**src/rtl/cpu_step_pkg.sv**
```systemverilog
// Shared encodings for the CPU step controller: run modes and auto-repeat FSM states.
package cpu_step_pkg;

    localparam logic [1:0] MODE_RUN  = 2'd0;
    localparam logic [1:0] MODE_SLOW = 2'd1;
    localparam logic [1:0] MODE_STEP = 2'd2;

    localparam logic [1:0] RPT_IDLE   = 2'd0;
    localparam logic [1:0] RPT_HOLD   = 2'd1;
    localparam logic [1:0] RPT_REPEAT = 2'd2;

    // MODE button cycles RUN -> SLOW -> STEP -> RUN; the unused code recovers to RUN.
    function automatic logic [1:0] next_mode(input logic [1:0] mode);
        case (mode)
            MODE_RUN:  next_mode = MODE_SLOW;
            MODE_SLOW: next_mode = MODE_STEP;
            default:   next_mode = MODE_RUN;
        endcase
    endfunction

endpackage

```
**src/rtl/step_interval_timer.sv**
```systemverilog
// Interval counter shared by SLOW and STEP modes: counts 0..term_i, wraps, flags terminal count.
module step_interval_timer #(
    parameter int CW = 25
) (
    input  logic          clk_i,
    input  logic          rst_i,
    input  logic          clear_i,
    input  logic          count_i,
    input  logic [CW-1:0] term_i,
    output logic          tc_o
);

    logic [CW-1:0] count_q, count_d;

    assign tc_o = count_i && (count_q == term_i);

    always_comb begin
        count_d = count_q;
        if (clear_i) begin
            count_d = '0;
        end else if (count_i) begin
            count_d = tc_o ? '0 : count_q + CW'(1);
        end
    end

    always_ff @(posedge clk_i or posedge rst_i) begin
        if (rst_i) begin
            count_q <= '0;
        end else begin
            count_q <= count_d;
        end
    end

endmodule

```
**src/rtl/cpu_step_control.sv**
```systemverilog
// Clock-enable generator for the core: RUN / SLOW / STEP modes with press-and-hold auto-repeat.
module cpu_step_control
    import cpu_step_pkg::*;
#(
    parameter int SLOW_DIV      = 25_000_000,
    parameter int HOLD_CYCLES   = 25_000_000,
    parameter int REPEAT_CYCLES = 5_000_000,
    parameter int CW            = 25
) (
    input  logic       iClock,
    input  logic       iReset,
    input  logic       iStepPulse,
    input  logic       iStepState,
    input  logic       iModePulse,
    input  logic       iHalt,
    output logic       oCpuEnable,
    output logic [1:0] oMode,
    output logic       oHalted
);

    localparam logic [CW-1:0] SLOW_TERM   = CW'(SLOW_DIV - 1);
    localparam logic [CW-1:0] HOLD_TERM   = CW'(HOLD_CYCLES - 1);
    localparam logic [CW-1:0] REPEAT_TERM = CW'(REPEAT_CYCLES - 1);

    logic [1:0]    mode_q, mode_d;
    logic [1:0]    rpt_q, rpt_d;
    logic          halted_q, halted_d;
    logic          en_q, en_d;
    logic          tmr_clear, tmr_count, tmr_tc;
    logic [CW-1:0] tmr_term;

    step_interval_timer #(.CW(CW)) u_timer (
        .clk_i   (iClock),
        .rst_i   (iReset),
        .clear_i (tmr_clear),
        .count_i (tmr_count),
        .term_i  (tmr_term),
        .tc_o    (tmr_tc)
    );

    // Priority: mode pulse, then halt, then step/timer events.
    always_comb begin
        mode_d    = mode_q;
        rpt_d     = rpt_q;
        halted_d  = halted_q;
        en_d      = 1'b0;
        tmr_clear = 1'b0;
        tmr_count = 1'b0;
        tmr_term  = SLOW_TERM;
        if (iModePulse) begin
            mode_d    = next_mode(mode_q);
            rpt_d     = RPT_IDLE;
            halted_d  = 1'b0;
            tmr_clear = 1'b1;
        end else begin
            if (iHalt) begin
                halted_d = 1'b1;
            end
            case (mode_q)
                MODE_RUN: begin
                    tmr_clear = 1'b1;
                    en_d      = !halted_q && !iHalt;
                end
                MODE_SLOW: begin
                    tmr_count = 1'b1;
                    en_d      = tmr_tc && !halted_q && !iHalt;
                end
                MODE_STEP: begin
                    // Halt is deliberately ignored here so the user can step past a break.
                    case (rpt_q)
                        RPT_HOLD, RPT_REPEAT: begin
                            tmr_term = (rpt_q == RPT_HOLD) ? HOLD_TERM : REPEAT_TERM;
                            if (!iStepState) begin
                                rpt_d     = RPT_IDLE;
                                tmr_clear = 1'b1;
                            end else begin
                                tmr_count = 1'b1;
                                if (tmr_tc) begin
                                    en_d  = 1'b1;
                                    rpt_d = RPT_REPEAT;
                                end
                            end
                        end
                        default: begin
                            rpt_d     = RPT_IDLE;
                            tmr_clear = 1'b1;
                            if (iStepPulse) begin
                                en_d  = 1'b1;
                                rpt_d = RPT_HOLD;
                            end
                        end
                    endcase
                end
                default: begin
                    mode_d    = MODE_STEP;
                    rpt_d     = RPT_IDLE;
                    tmr_clear = 1'b1;
                end
            endcase
        end
    end

    always_ff @(posedge iClock or posedge iReset) begin
        if (iReset) begin
            mode_q   <= MODE_STEP;
            rpt_q    <= RPT_IDLE;
            halted_q <= 1'b0;
            en_q     <= 1'b0;
        end else begin
            mode_q   <= mode_d;
            rpt_q    <= rpt_d;
            halted_q <= halted_d;
            en_q     <= en_d;
        end
    end

    assign oCpuEnable = en_q;
    assign oMode      = mode_q;
    assign oHalted    = halted_q;

endmodule

```
**config.mk**
```make
export PLATFORM = sky130hd
export DESIGN_NAME = cpu_step_control
export DESIGN_NICKNAME = d
export VERILOG_FILES = /design/src/rtl/cpu_step_pkg.sv /design/src/rtl/step_interval_timer.sv /design/src/rtl/cpu_step_control.sv
export SDC_FILE = /design/constraint.sdc
export NUM_CORES = 1
export LEC_CHECK = 0
export ABC_CLOCK_PERIOD_IN_PS = 3320
export CAP_MARGIN = 30
export CORE_MARGIN = 2
export CORE_UTILIZATION = 49
export DETAILED_ROUTE_END_ITERATION = 12
export PLACE_DENSITY = 0.65
export SLEW_MARGIN = 10
export SYNTH_ARGS = -nofsm -noshare
export SYNTH_HDL_FRONTEND = slang
export SYNTH_HIERARCHICAL = 1
export SYNTH_SLANG_ARGS = --single-unit
export TNS_END_PERCENT = 10
```
**constraint.sdc**
```tcl
create_clock -name iClock -period 3.32 [get_ports iClock]
set_input_delay 0.332 -clock iClock [delete_from_list [all_inputs] [get_ports iClock]]
set_output_delay 0.332 -clock iClock [all_outputs]
set_load 0.02 [all_outputs]
```
==> metrics.yaml <==
finalCritPeriodShare_pct: 91.2
grt_remaining_overflow: 0
core-area_um2: 4060
start_util_pct: 51.3
ant_nets: 0
reg2regPathDepth: 10
antennaDiodeCount: 0
wl_met3_um: 154
wirelength_um: 4600
synth.avg_cell_area_um2: 8.49
ys_seq_elements: 31
clkTransAtPathRegs_ps: 60
cp-start-kind: "flop"
worst_setup_path_end_kind: "flop"
cp_cell_sequence: "inv_1, ha_1, nand2_1, or2_2, xnor2_1, nand4_1, or4_4, o21a_1, a21oi_1, o21ai_1"
ys_types: 42
p_leak_nw: 0.981
grt_use_total_pct: 21.4
powerDensity_nw_per_um2: 431
pin_count: 10
vias: 1751
dieArea_um2: 4780
io_buffers: 9
irDropWorstVdd_mv: 0.259
hold_buffers: 0
area_growth_pct: 14.9
drc: 0
grt_max_degree: 22
tightest_slew_ps: 877
antenna_found_initial: 0
rsz0062_at_grt: "no"
synth_edf_count: 0
syn_area_um2: 2080
hold_viol_final: 0
worstPathArrival_ps: 3200
power_w: 0.00103
async_flop_share_pct: 100
cts_tree: "done"
multiInputGateArea_um2: 1240
worstHoldPathType: "in -> async"
dieWidth_um: 69.2
grt_pass1_wl_um: 8180
ys_seq_area_share_pct: 37.3
wl_per_cell_um: 14.2
worst-path-buf-inv: 1
firstDrtPassIters: 4
nFillCells: 388
h-tree-depth: 2
grt_pass1_vias: 1723
numClockSinks: 31
drt-met1-wl_um: 2270
met2WireLength_um: 2070
top_layer: "met4"
drive_gt1_share_pct: 7.33
post-dp-hpwl_um: 3340
fin_crit_ps: 3030
skew_ps: 4.18
critPathKind: "reg -> reg"
row_count: 23
slowest_delay_ps: 550
synthFlopType: "dfrtp_1"
finalNetCount: 285
clk_latency_ps: 290
place.gp.congestion: 0.810
final_cell_count_no_fill: 323
tns_ps: 0
cp.required_ps: 3490
setup_ws_ps: 294
maxSlewViolCount: 0
postCtsSetupBuffers: 0
max_cap_viol_count: 0
slew_headroom_pct: 41.0
cpMaxStageDelayCell: "or4_4"
setup_violations: 0
regArea_um2: 777
path_max_fanout: 21
cp.depth: 10
viasPerCell: 5.42
postSynthCellCount: 245
dp_cells: 315
fmax_mhz: 330
clockBufferDepth: 2
critical-path-top-delay-family: "simple AND/OR/NAND/NOR gates"
drt_iter0_drc: 102
fp.dieH_um: 69.2
synth_warnings: 6
place_worst_setup_slack_ps: 304
root_buffer: "clkbuf_8"
numCtsBuffers: 5
ctsResizeCount: 0
status: "finished clean"
[final timing paths]
| kind | from | slack (ps) | endpoint |
|---|---|---|---|
| setup / recovery | oMode[0] | 290 | u_timer/count_q[5] |
| hold / removal | iReset | 290 | oMode[0] |
| setup reg to reg | oMode[0] | 290 | u_timer/count_q[5] |
| hold reg to reg | oHalted | 510 | oHalted |
| max in group asynchronous | iReset | 2430 | u_timer/count_q[13] |
| min in group iClock | oHalted | 510 | oHalted |
[cells in the final DEF, fill, tap and decap left out, types with 2 or more instances in the layout]
master	n
nand2_1	30
dfrtp_1	30
nand3_1	22
conb_1	17
inv_1	15
xnor2_1	15
nor2_1	13
xor2_1	13
a21oi_1	11
or3_1	11
nand4_1	10
clkdlybuf4s50_1	9
o21ai_1	8
ha_1	7
o21ai_0	6
clkbuf_8	6
buf_4	6
o311ai_1	6
nor4_1	5
and3_1	3
nor3_1	2
o31ai_1	2
nor2b_1	2
a22o_1	2
o22ai_1	2
[registers in the layout (all words and copies together), names as in the netlist]
signal / count
u_timer/count_q: 25
oMode: 2
rpt_q: 2
oCpuEnable: 1
oHalted: 1
[layout make-up]
class | instances | area share (%)
clock inverter | 1 | 0.209
tap | 50 | 2.62
inverter | 15 | 2.36
clock buffer | 7 | 3.61
multi-input combinational | 203 | 51.9
sequential | 31 | 32.5
timing repair buffer | 16 | 6.81
[report_power, final]
group          switching, W  total, W  internal [W]
clock network      0.000142  0.000309      0.000167
logic              0.000173  0.000304      0.000130
registers         0.0000184  0.000418      0.000400
[per-layer routing]
layer | vias to the layer above | track usage, %
met3 | 10 | 4.97
met2 | 21 | 31.9
met1 | 823 | 30.1
li1 | 897 | -
met5 | - | 0
met4 | 0 | 8.06
[synthesized netlist by cell type (all sizes together) (3+ instances only)]
cell | number | share of area [%]
dfrtp | 30 | 36
xor2 | 13 | 5.5
nor4 | 5 | 1.5
buf | 8 | 2.5
xnor2 | 15 | 6.3
nor2 | 13 | 2.3
nand3 | 22 | 5.3
a21oi | 11 | 2.6
nand4 | 10 | 3.0
nand2 | 30 | 5.4
and3 | 3 | 0.90
ha | 7 | 4.2
o21ai | 15 | 4.1
clkbuf | 3 | 0.54
o311ai | 6 | 2.5
inv | 15 | 2.7
or3 | 11 | 3.3
[cells by family after synthesis]
kind of cell | after synthesis | synth area share (%)
compound gates | 43 | 13.6
buf+inv | 26 | 5.77
xor+xnor | 28 | 11.8
mux | 1 | 0.541
fa+ha+maj | 7 | 4.21
flops | 31 | 37.3
simple gates | 107 | 26.4
other cells | 2 | 0.361
[per-stage QoR]
stage | hold WS, ps | utilization [%] | instance area (um2)
floorplan | 122 | - | 2140
detailed placement | 499 | 56.6 | 2300
global placement | 489 | 56.0 | 2270
CTS | 304 | 58.9 | 2390
global route | 325 | 58.9 | 2390
finish | 295 | 58.9 | 2390
Power figures use the tool's default switching activity.
